===== src/rtl/m_store_buffer_pkg.sv =====
// Shared definitions for the M-stage store buffer: default depth, drain
// state encodings and the store-type codes used by the byte-enable stage.
package m_store_buffer_pkg;

   localparam int SB_DEPTH = 4;

   // Drain state machine encodings
   typedef enum logic {
      SB_IDLE = 1'b0,
      SB_BUSY = 1'b1
   } sb_state_e;

   // Store-type codes produced upstream by the byte-enable generator
   typedef enum logic [1:0] {
      ST_SB = 2'b00,
      ST_SH = 2'b01,
      ST_SW = 2'b10
   } sb_st_type_e;

endpackage


===== src/rtl/m_store_buffer_if.sv =====
// Pipeline-side and memory-side signals of the store buffer.
// slave: the store buffer itself; master: the pipeline/memory environment.
interface m_store_buffer_if import m_store_buffer_pkg::*; #(
   parameter int ADDR_W = 32,
   parameter int DEPTH  = SB_DEPTH
);
   logic                     st_valid;
   logic [ADDR_W-1:0]        st_addr;
   logic [3:0]               st_byteen;
   logic [31:0]              st_wdata;
   logic                     ld_valid;
   logic [ADDR_W-1:0]        ld_addr;
   logic                     stall;
   logic                     mem_req;
   logic [ADDR_W-1:0]        mem_addr;
   logic [3:0]               mem_byteen;
   logic [31:0]              mem_wdata;
   logic                     mem_ack;
   logic                     empty;
   logic [$clog2(DEPTH):0]   count;

   modport slave (
      input  st_valid, st_addr, st_byteen, st_wdata, ld_valid, ld_addr, mem_ack,
      output stall, mem_req, mem_addr, mem_byteen, mem_wdata, empty, count
   );

   modport master (
      output st_valid, st_addr, st_byteen, st_wdata, ld_valid, ld_addr, mem_ack,
      input  stall, mem_req, mem_addr, mem_byteen, mem_wdata, empty, count
   );
endinterface


===== src/rtl/m_store_buffer_sb_fifo.sv =====
// sb_fifo: DEPTH-entry store queue of {word addr, byteen, wdata}.
// With M_STORE_BUFFER_LOAD_BYPASS_EN defined it also exposes per-entry
// valid bits and word addresses for the load-bypass compare.
module sb_fifo import m_store_buffer_pkg::*; #(
   parameter int DEPTH = SB_DEPTH,
   parameter int AW    = 30
) (
   input  logic                        clk,
   input  logic                        reset,
   input  logic                        push,
   input  logic                        pop,
   input  logic [AW-1:0]               in_waddr,
   input  logic [3:0]                  in_byteen,
   input  logic [31:0]                 in_wdata,
   output logic [AW-1:0]               head_waddr,
   output logic [3:0]                  head_byteen,
   output logic [31:0]                 head_wdata,
   output logic [AW-1:0]               nxt_waddr,
   output logic [3:0]                  nxt_byteen,
   output logic [31:0]                 nxt_wdata,
`ifdef M_STORE_BUFFER_LOAD_BYPASS_EN
   output logic [DEPTH-1:0]            vld,
   output logic [DEPTH-1:0][AW-1:0]    all_waddr,
`endif
   output logic [$clog2(DEPTH):0]      count,
   output logic                        full,
   output logic                        empty
);
   localparam int PW = $clog2(DEPTH);
   localparam int CW = PW + 1;
   localparam int EW = AW + 36;

   logic [DEPTH-1:0][EW-1:0] mem;
   logic [PW-1:0]            wptr, rptr, rptr_nxt;

   assign rptr_nxt = rptr + PW'(1);

   // Storage, pointers and occupancy; pointers wrap naturally (DEPTH is 2^n)
   always_ff @(posedge clk or posedge reset) begin
      if (reset) begin
         mem   <= '0;
         wptr  <= '0;
         rptr  <= '0;
         count <= '0;
      end else begin
         if (push) begin
            mem[wptr] <= {in_waddr, in_byteen, in_wdata};
            wptr      <= wptr + PW'(1);
         end
         if (pop)
            rptr <= rptr_nxt;
         case ({push, pop})
            2'b10:   count <= count + CW'(1);
            2'b01:   count <= count - CW'(1);
            default: ;
         endcase
      end
   end

   assign {head_waddr, head_byteen, head_wdata} = mem[rptr];
   assign {nxt_waddr, nxt_byteen, nxt_wdata}    = mem[rptr_nxt];
   assign full  = (count == CW'(DEPTH));
   assign empty = (count == '0);

`ifdef M_STORE_BUFFER_LOAD_BYPASS_EN
   // An entry is live when its distance from the read pointer is below count
   always_comb begin
      for (int i = 0; i < DEPTH; i++) begin
         vld[i]       = ({1'b0, PW'(i) - rptr} < count);
         all_waddr[i] = mem[i][EW-1:36];
      end
   end
`endif

endmodule


===== src/rtl/m_store_buffer.sv =====
// m_store_buffer: queues M-stage stores and drains them to data memory over
// a req/ack handshake; stalls the pipeline when full or when a load could see
// stale memory. Optional macro M_STORE_BUFFER_LOAD_BYPASS_EN lets loads to
// words not held in the buffer proceed while it is non-empty.
module m_store_buffer import m_store_buffer_pkg::*; #(
   parameter int DEPTH  = SB_DEPTH,
   parameter int ADDR_W = 32
) (
   input  logic                clk,
   input  logic                reset,
   m_store_buffer_if.slave     bus
);
   localparam int AW = ADDR_W - 2;
   localparam int CW = $clog2(DEPTH) + 1;

   sb_state_e       state_q, state_d;
   logic            push, pop, full, empty, ld_hit;
   logic [CW-1:0]   count;
   logic [AW-1:0]   head_waddr, nxt_waddr, out_waddr_q, out_waddr_d;
   logic [3:0]      head_byteen, nxt_byteen, out_byteen_q, out_byteen_d;
   logic [31:0]     head_wdata, nxt_wdata, out_wdata_q, out_wdata_d;
`ifdef M_STORE_BUFFER_LOAD_BYPASS_EN
   logic [DEPTH-1:0]          vld;
   logic [DEPTH-1:0][AW-1:0]  all_waddr;
`endif

   // A full-stall blocks the store even if the head pops this same cycle
   assign push = bus.st_valid && (bus.st_byteen != 4'b0000) && !full;
   assign pop  = (state_q == SB_BUSY) && bus.mem_ack;

   sb_fifo #(.DEPTH(DEPTH), .AW(AW)) u_fifo (
      .clk         (clk),
      .reset       (reset),
      .push        (push),
      .pop         (pop),
      .in_waddr    (bus.st_addr[ADDR_W-1:2]),
      .in_byteen   (bus.st_byteen),
      .in_wdata    (bus.st_wdata),
      .head_waddr  (head_waddr),
      .head_byteen (head_byteen),
      .head_wdata  (head_wdata),
      .nxt_waddr   (nxt_waddr),
      .nxt_byteen  (nxt_byteen),
      .nxt_wdata   (nxt_wdata),
`ifdef M_STORE_BUFFER_LOAD_BYPASS_EN
      .vld         (vld),
      .all_waddr   (all_waddr),
`endif
      .count       (count),
      .full        (full),
      .empty       (empty)
   );

`ifdef M_STORE_BUFFER_LOAD_BYPASS_EN
   // Load must wait only if a live entry targets the same word
   always_comb begin
      ld_hit = 1'b0;
      for (int i = 0; i < DEPTH; i++)
         if (vld[i] && (all_waddr[i] == bus.ld_addr[ADDR_W-1:2]))
            ld_hit = 1'b1;
   end
`else
   // Any buffered store may alias the load, so wait for a full drain
   always_comb ld_hit = !empty;
`endif

   // Stall from registered occupancy and M-stage inputs only; a load alongside
   // a store is illegal and ignored
   always_comb begin
      bus.stall = (bus.st_valid && (bus.st_byteen != 4'b0000) && full) ||
                  (bus.ld_valid && !bus.st_valid && ld_hit);
   end

   // Drain state and registered copy of the entry being offered
   always_ff @(posedge clk or posedge reset) begin
      if (reset) begin
         state_q      <= SB_IDLE;
         out_waddr_q  <= '0;
         out_byteen_q <= '0;
         out_wdata_q  <= '0;
      end else begin
         state_q      <= state_d;
         out_waddr_q  <= out_waddr_d;
         out_byteen_q <= out_byteen_d;
         out_wdata_q  <= out_wdata_d;
      end
   end

   // Next drain state; the offered entry is reloaded only on entry to BUSY
   // or after an ack, pulling from the next slot or the incoming store
   always_comb begin
      state_d      = state_q;
      out_waddr_d  = out_waddr_q;
      out_byteen_d = out_byteen_q;
      out_wdata_d  = out_wdata_q;
      case (state_q)
         SB_IDLE: begin
            if (!empty) begin
               state_d      = SB_BUSY;
               out_waddr_d  = head_waddr;
               out_byteen_d = head_byteen;
               out_wdata_d  = head_wdata;
            end else if (push) begin
               state_d      = SB_BUSY;
               out_waddr_d  = bus.st_addr[ADDR_W-1:2];
               out_byteen_d = bus.st_byteen;
               out_wdata_d  = bus.st_wdata;
            end
         end
         SB_BUSY: begin
            if (bus.mem_ack) begin
               if (count > CW'(1)) begin
                  out_waddr_d  = nxt_waddr;
                  out_byteen_d = nxt_byteen;
                  out_wdata_d  = nxt_wdata;
               end else if (push) begin
                  out_waddr_d  = bus.st_addr[ADDR_W-1:2];
                  out_byteen_d = bus.st_byteen;
                  out_wdata_d  = bus.st_wdata;
               end else begin
                  state_d      = SB_IDLE;
                  out_waddr_d  = '0;
                  out_byteen_d = '0;
                  out_wdata_d  = '0;
               end
            end
         end
         default: state_d = SB_IDLE;
      endcase
   end

   assign bus.mem_req    = (state_q == SB_BUSY);
   assign bus.mem_addr   = {out_waddr_q, 2'b00};
   assign bus.mem_byteen = out_byteen_q;
   assign bus.mem_wdata  = out_wdata_q;
   assign bus.empty      = empty;
   assign bus.count      = count;

endmodule


===== src/flat_wrapper.sv =====
// flat-port wrapper written by rule: the top's interface ports become plain ports
module m_store_buffer_flat import m_store_buffer_pkg::*;
#(
   parameter int DEPTH  = SB_DEPTH,
   parameter int ADDR_W = 32
)
  (clk, reset, bus_st_valid, bus_st_addr, bus_st_byteen, bus_st_wdata, bus_ld_valid, bus_ld_addr, bus_mem_ack, bus_stall, bus_mem_req, bus_mem_addr, bus_mem_byteen, bus_mem_wdata, bus_empty, bus_count);
  m_store_buffer_if #(.ADDR_W(ADDR_W), .DEPTH(DEPTH)) bus_i ();
  input  logic clk;
  input  logic reset;
  input wire logic [$bits(bus_i.st_valid)-1:0] bus_st_valid;
  input wire logic [$bits(bus_i.st_addr)-1:0] bus_st_addr;
  input wire logic [$bits(bus_i.st_byteen)-1:0] bus_st_byteen;
  input wire logic [$bits(bus_i.st_wdata)-1:0] bus_st_wdata;
  input wire logic [$bits(bus_i.ld_valid)-1:0] bus_ld_valid;
  input wire logic [$bits(bus_i.ld_addr)-1:0] bus_ld_addr;
  input wire logic [$bits(bus_i.mem_ack)-1:0] bus_mem_ack;
  output wire logic [$bits(bus_i.stall)-1:0] bus_stall;
  output wire logic [$bits(bus_i.mem_req)-1:0] bus_mem_req;
  output wire logic [$bits(bus_i.mem_addr)-1:0] bus_mem_addr;
  output wire logic [$bits(bus_i.mem_byteen)-1:0] bus_mem_byteen;
  output wire logic [$bits(bus_i.mem_wdata)-1:0] bus_mem_wdata;
  output wire logic [$bits(bus_i.empty)-1:0] bus_empty;
  output wire logic [$bits(bus_i.count)-1:0] bus_count;
  assign bus_i.st_valid = bus_st_valid;
  assign bus_i.st_addr = bus_st_addr;
  assign bus_i.st_byteen = bus_st_byteen;
  assign bus_i.st_wdata = bus_st_wdata;
  assign bus_i.ld_valid = bus_ld_valid;
  assign bus_i.ld_addr = bus_ld_addr;
  assign bus_i.mem_ack = bus_mem_ack;
  assign bus_stall = bus_i.stall;
  assign bus_mem_req = bus_i.mem_req;
  assign bus_mem_addr = bus_i.mem_addr;
  assign bus_mem_byteen = bus_i.mem_byteen;
  assign bus_mem_wdata = bus_i.mem_wdata;
  assign bus_empty = bus_i.empty;
  assign bus_count = bus_i.count;
  m_store_buffer #(.DEPTH(DEPTH), .ADDR_W(ADDR_W)) u_core (.clk(clk), .reset(reset), .bus(bus_i));
endmodule

===== config.mk =====
export PLATFORM = sky130hd
export DESIGN_NAME = m_store_buffer_flat
export DESIGN_NICKNAME = d
export VERILOG_FILES = /design/src/rtl/m_store_buffer_pkg.sv /design/src/rtl/m_store_buffer_if.sv /design/src/rtl/m_store_buffer_sb_fifo.sv /design/src/rtl/m_store_buffer.sv /design/src/flat_wrapper.sv
export SDC_FILE = /design/constraint.sdc
export NUM_CORES = 1
export LEC_CHECK = 0
export ABC_CLOCK_PERIOD_IN_PS = 18300
export CORE_MARGIN = 2
export CORE_UTILIZATION = 55
export CTS_CLUSTER_SIZE = 14
export DETAILED_ROUTE_END_ITERATION = 7
export MAX_ROUTING_LAYER = met4
export PLACE_DENSITY_LB_ADDON = 0.05
export SYNTH_ARGS = -nofsm -noshare
export SYNTH_HDL_FRONTEND = slang
export SYNTH_SLANG_ARGS = --single-unit

===== constraint.sdc =====
create_clock -name clk -period 18.3 [get_ports clk]
set_input_delay 3.66 -clock clk [delete_from_list [all_inputs] [get_ports clk]]
set_output_delay 3.66 -clock clk [all_outputs]
set_load 0.01 [all_outputs]

==> reports/metrics.yaml, run 1 <==
cellPowerDensity_nw_per_um2: 195
max-vdd-ir-drop_v: 0.000139
status: "complete, no violations"
row_count: 65
hpwl_um: 22700
grt_pass1_vias: 12066
grt_usage_pct: 27.2
vias_per_cell: 6.61
wl_um: 43500
ys_ff_latch: 338
fin_setup_tns_ns: 0
grt_max_degree: 148
vias: 11681
first_pass_iters: 5
drc: 0
crit_arrival_ns: 5.72
drtAntennaViolNets: 0
antenna_found_initial: 0
finClkSkew_ns: 0.0126
crit_required_ns: 14.64
final_net_count: 1452
end_kind: "output pin"
worstHoldPathType: "flip-flop to flip-flop"
syn_area_per_cell_um2: 13.9
intPower_mw: 2.63
cts-htree-levels: 2
holdBufCountCts: 0
hp-start: "u_core.u_fifo.mem[100]$_DFFE_PP0P_"
whs_endpoint: "u_core.u_fifo.mem[100]$_DFFE_PP0P_"
portBuffers: 142
power_mw: 3.97
n_antenna_cell: 0
rsz0062_at_grt: "no"
ys_seq_area_share_pct: 48.1
power.leakage_nw: 8.13
slew_violations: 0
numCtsBuffers: 38
p_seq_share_pct: 36.8
io_pins: 179
r2r-end: "u_core.out_waddr_q[10]$_DFFE_PP0P_"
place_congestion: 0.740
p_sw_mw: 1.33
wl_per_cell_um: 24.6
drtIter0Drc: 685
pwr-share-clk_pct: 18.8
fmax_mhz: 107
mostFrequentLayoutCell: "dfrtp_1"
combPwrFrac_pct: 44.5
finalSetupViolCount: 0
cts.sinks: 338
drive_gt1_share_pct: 34.8
mostFrequentLayoutCells: "dfrtp_1, mux2_2, clkdlybuf4s50_1, mux4_2, nor3_1"
fin_crit_ns: 9.38
areaGrowthSynthToFinish_pct: 15.6
cts_resized: 0
start_util_pct: 55.7
crit_fanout: 11
critical_path_class: "input port to output pin"
p_sw_share_pct: 33.6
cap_violations: 0
coreArea_um2: 31600
yosysUniqueCellTypes: 36
yosysWarningCount: 0
syn_area_um2: 17600
reg2reg_slack_ns: 14.54
rr_worst_depth: 5
fin_crit_sh_pct: 51.2
slew-limit-headroom_pct: 21.3
clock_path_buffers: 3
die_w_um: 183
worst_pin_slew_ns: 1.18
die_area_um2: 33400
clk_latency_ns: 0.51
cts_tree: "built"
hold_viol: 0
whs_path_depth: 1
die_h_um: 183
cts_root_buf: "clkbuf_16"
postCtsSetupRepairBufs: 0
synthCells: 1261
reg2reg_from: "u_core.u_fifo.rptr[0]$_DFFE_PP0P_"
clkTransAtPathRegs_ns: 0.06
overflow: 0
startpoint_type: "input port"
grt_pass1_wl_um: 68700
==> area by class of cell <==
cell class              instances  area (um2)
clock buffers                  60        1150
clock inverters                 7        63.8
fillers                      2404       11200
inverters                      10        45.0
multi-input cells             793        8550
flip-flops and latches        338        8470
well taps                     402         503
repair buffers                157        1550
==> how the worst max path moves through the flow <==
| stage | start | end | slack, ns | cells after the start |
|---|---|---|---|---|
| after global routing | bus_st_byteen[0] | bus_stall | 8.84 | 4 |
| after CTS | bus_st_byteen[0] | bus_stall | 8.91 | 4 |
| after global placement | bus_st_byteen[0] | bus_stall | 8.93 | 4 |
| after floorplan | reset | u_core.bus.mem_byteen[0]$_DFFE_PP0P_ | 5.27 | 1 |
| after detailed placement | bus_st_byteen[0] | bus_stall | 8.93 | 4 |
| final | bus_st_byteen[0] | bus_stall | 8.92 | 4 |
==> cells by family after synthesis <==
group	share of synthesized area, %
mux	33.5
flops	48.1
compound gates	9.22
simple gates	4.45
buf+inv	3.76
fa+ha+maj	0.640
xor+xnor	0.299
other cells	0.0213
==> metal layers <==
metal	routed length, um	vias up	part of all wire, %	GRT usage [%]
met1	18400	6199	42	35.2
met3	2450	68	5.6	4.71
li1	-	5076	-	-
met5	0	-	0	-
met2	21800	338	50	45.3
met4	827	0	1.9	6.85
==> power by group through the flow <==
stage | sequential [mW] | clock, mW | combinational [mW]
5_1_grt | 1.51 | 0.791 | 1.90
6_report | 1.46 | 0.744 | 1.76
3_5_place_dp | 1.46 | 0 | 1.77
4_1_cts | 1.45 | 0.760 | 1.78
3_3_place_gp | 1.44 | 0 | 1.74
2_1_floorplan | 1.36 | 0 | 1.36
==> synth_stat cells <==
| cell type | count | share of area, % |
|---|---|---|
| buf_6 | 4 | 0.26 |
| nor2_1 | 68 | 1.5 |
| a211oi_1 | 62 | 2.6 |
| o31a_1 | 1 | 0.050 |
| conb_1 | 1 | 0.021 |
| nand3b_1 | 1 | 0.043 |
| mux2_2 | 264 | 17 |
| buf_1 | 6 | 0.13 |
| clkbuf_1 | 39 | 0.83 |
| a21oi_2 | 1 | 0.050 |
| o21ai_0 | 2 | 0.057 |
| mux4_2 | 124 | 16 |
| a221oi_1 | 62 | 3.1 |
| buf_2 | 52 | 1.5 |
| o211a_2 | 1 | 0.057 |
| o22ai_1 | 1 | 0.036 |
| ha_1 | 9 | 0.64 |
| and3_1 | 4 | 0.14 |
| nor3_1 | 70 | 2.0 |
| o41a_1 | 1 | 0.064 |
| mux2i_1 | 13 | 0.74 |
| nand2b_1 | 2 | 0.071 |
| inv_1 | 10 | 0.21 |
| nand3_1 | 8 | 0.23 |
| nor2b_1 | 4 | 0.14 |
| o32ai_1 | 1 | 0.050 |
| nand2_1 | 10 | 0.21 |
| a41oi_1 | 4 | 0.20 |
| o21a_1 | 62 | 2.6 |
| o41ai_1 | 1 | 0.050 |
| or4_1 | 4 | 0.17 |
| xnor2_1 | 6 | 0.30 |
| a2111oi_0 | 4 | 0.20 |
| buf_4 | 20 | 0.85 |
| o21ai_1 | 1 | 0.028 |
| dfrtp_1 | 338 | 48 |
==> worst max-delay path, stage by stage <==
cell	delay [ns]
clkdlybuf4s50_1	0.66
o41ai_2	0.70
o32ai_1	0.19
clkdlybuf4s50_1	0.51
==> registers in the layout, indices dropped and copies added, names as in the netlist <==
signal / count
u_core.u_fifo.count: 3
u_core.bus.mem_wdata: 32
u_core.u_fifo.wptr: 2
u_core.bus.mem_byteen: 4
u_core.bus.mem_req: 1
u_core.u_fifo.rptr: 2
u_core.u_fifo.mem: 264
u_core.out_waddr_q: 30
==> metrics by stage <==
| step | cell area [um2] | cells | hold slack, ns | setup slack [ns] | utilization [%] |
|---|---|---|---|---|---|
| 2_1_floorplan | 17600 | 1262 | 0.479 | 5.27 | - |
| 3_3_place_gp | 19100 | 1700 | 0.487 | 8.93 | 60.6 |
| 3_5_place_dp | 19100 | 1700 | 0.493 | 8.93 | 60.6 |
| 4_1_cts | 20300 | 1767 | 0.507 | 8.91 | 64.4 |
| 5_1_grt | 20300 | 1767 | 0.521 | 8.84 | 64.4 |
| 6_report | 20300 | 1767 | 0.505 | 8.92 | 64.4 |
Power figures use the tool's default switching activity.
==> inputs of run 2 (changes only) <==
--- a/config.mk
+++ b/config.mk
@@ -5,7 +5,7 @@
 export SDC_FILE = /design/constraint.sdc
 export NUM_CORES = 1
 export LEC_CHECK = 0
-export ABC_CLOCK_PERIOD_IN_PS = 18300
+export ABC_CLOCK_PERIOD_IN_PS = 9550
 export CORE_MARGIN = 2
 export CORE_UTILIZATION = 55
 export CTS_CLUSTER_SIZE = 14
==> constraint.sdc (replaced) <==
create_clock -name clk -period 9.55 [get_ports clk]
set_input_delay 1.91 -clock clk [delete_from_list [all_inputs] [get_ports clk]]
set_output_delay 1.91 -clock clk [all_outputs]
set_load 0.01 [all_outputs]
==> run 2 against run 1 <==
- first-iteration DRC count up 27%
- global-route usage about the same
- sequential cell count unchanged
- combinational power up 91%
- wire length down 1.1%
- die area unchanged
- sequential share of layout area down 0.051 points
- final cell count up 0.23%
- sequential power up 91%
- power up 91%
- clock skew up 0.0031 ns
- clock power up 91%
- critical path type unchanged
- largest power group unchanged
==> reports/metrics.yaml, run 2 (same netlist as run 1, synthesis figures left out) <==
status: "complete, no violations"
cts_root_buf: "clkbuf_16"
power.leakage_nw: 8.15
postCtsSetupRepairBufs: 0
antenna_found_initial: 0
fin_crit_sh_pct: 59.0
drtAntennaViolNets: 0
combPwrFrac_pct: 44.4
row_count: 65
cap_violations: 0
coreArea_um2: 31600
largest_reg_flops: 264
numCtsBuffers: 39
vias_per_cell: 6.59
slew-limit-headroom_pct: 24.4
io_pins: 179
fmax_mhz: 177
n_antenna_cell: 0
startpoint_type: "input port"
intPower_mw: 5.03
whs_path_depth: 1
critical-path-max-stage-delay_ns: 0.65
finalSetupViolCount: 0
grt_pass1_wl_um: 68400
finClkSkew_ns: 0.0157
reg2reg_from: "u_core.bus.mem_req$_DFF_PP0_"
portBuffers: 142
stdcell_count: 1771
start_util_pct: 55.7
drtIter0Drc: 869
fin_crit_ns: 5.64
die_h_um: 183
fin_hold_ws_ns: 0.504
place_congestion: 0.741
grt_usage_pct: 27.2
p_sw_mw: 2.54
drive_gt1_share_pct: 35.2
vias: 11679
grt_pass1_vias: 11935
slowest_stage: "clkdlybuf4s50_1"
crit_fanout: 11
wl_per_cell_um: 24.3
worst_pin_slew_ns: 1.13
clk_latency_ns: 0.53
p_seq_share_pct: 36.9
clkTransAtPathRegs_ns: 0.06
crit_required_ns: 7.64
mostFrequentLayoutCell: "dfrtp_1"
worstHoldPathType: "flip-flop to flip-flop"
r2r-end: "u_core.u_fifo.count[2]$_DFFE_PP0P_"
cts_resized: 0
mostFrequentLayoutCells: "dfrtp_1, mux2_2, clkdlybuf4s50_1, mux4_2, nor3_1"
hpwl_um: 23100
hold_viol: 0
pwr-share-clk_pct: 18.7
wl_um: 43000
p_sw_share_pct: 33.5
cellPowerDensity_nw_per_um2: 372
max-vdd-ir-drop_v: 0.000257
slew_violations: 0
drc: 0
die_w_um: 183
rsz0062_at_grt: "no"
end_kind: "output pin"
fin_setup_tns_ns: 0
path_common_cell: "clkdlybuf4s50_1"
reg2reg_slack_ns: 5.99
clock_path_buffers: 3
whs_endpoint: "u_core.u_fifo.mem[99]$_DFFE_PP0P_"
overflow: 0
cts-htree-levels: 2
top_register: "u_core.u_fifo.mem"
final_net_count: 1458
critical_path_class: "input port to output pin"
areaGrowthSynthToFinish_pct: 15.7
first_pass_iters: 5
cts.sinks: 338
grt_max_degree: 149
crit_arrival_ns: 3.73
cts_tree: "built"
holdBufCountCts: 0
die_area_um2: 33400
path_cells: "clkdlybuf4s50_1, o41ai_2, o32ai_1, clkdlybuf4s50_1"
place_inst: 1705
hp-start: "u_core.u_fifo.mem[99]$_DFFE_PP0P_"
rr_worst_depth: 8
[run 2: cell count changes in the layout (fill, tap and decap cells not counted), sizes merged]
cell and change:
buf +5, bufinv -1, clkbuf -3, clkinv +3
clkinvlp +1, inv -1
[run 2: metrics by stage]
step / area, um2 / setup WS, ns / utilization, % / power (mW)
floorplan: 17600 / 3.12 / - / 5.22
global placement: 19100 / 3.91 / 60.7 / 6.08
detailed placement: 19100 / 3.91 / 60.7 / 6.19
CTS: 20400 / 3.91 / 64.5 / 7.63
global route: 20400 / 3.82 / 64.5 / 8.04
finish: 20400 / 3.91 / 64.5 / 7.57
[run 2: power by group through the flow]
stage               clock network, mW  logic (mW)  registers (mW)
global route                     1.52        3.63            2.89
finish                           1.42        3.36            2.79
detailed placement                  0        3.39            2.80
floorplan                           0        2.61            2.61
CTS                              1.45        3.40            2.79
global placement                    0        3.32            2.76
[run 2: routing by layer]
metal	GRT usage [%]	share of wire, %	vias up
li1	-	-	5080
met1	36.4	42	6219
met5	-	0	-
met2	43.8	50	318
met4	7.52	1.9	0
met3	4.35	5.7	62
[run 2: layout make-up]
type	instances	area, um2
clock buffer	57	1170
timing repair buffer	162	1580
sequential	338	8470
clock inverter	9	48.8
inverter	10	41.3
tap	402	503
fill	2383	11200
multi-input combinational	793	8540
[run 2: how the worst max path moves through the flow]
stage                                                       to  slack (ns)  cells after the start        startpoint
after global placement                               bus_stall        3.91                      4  bus_st_byteen[0]
final                                                bus_stall        3.91                      4  bus_st_byteen[0]
after CTS                                            bus_stall        3.91                      4  bus_st_byteen[0]
after floorplan           u_core.bus.mem_byteen[0]$_DFFE_PP0P_        3.12                      1             reset
after detailed placement                             bus_stall        3.91                      4  bus_st_byteen[0]
after global routing                                 bus_stall        3.82                      4  bus_st_byteen[0]
[run 2: critical path, delay by kind of cell]
| family | cells | cell delay, ns |
|---|---|---|
| compound gates | 2 | 0.66 |
| buf+inv | 2 | 1.15 |
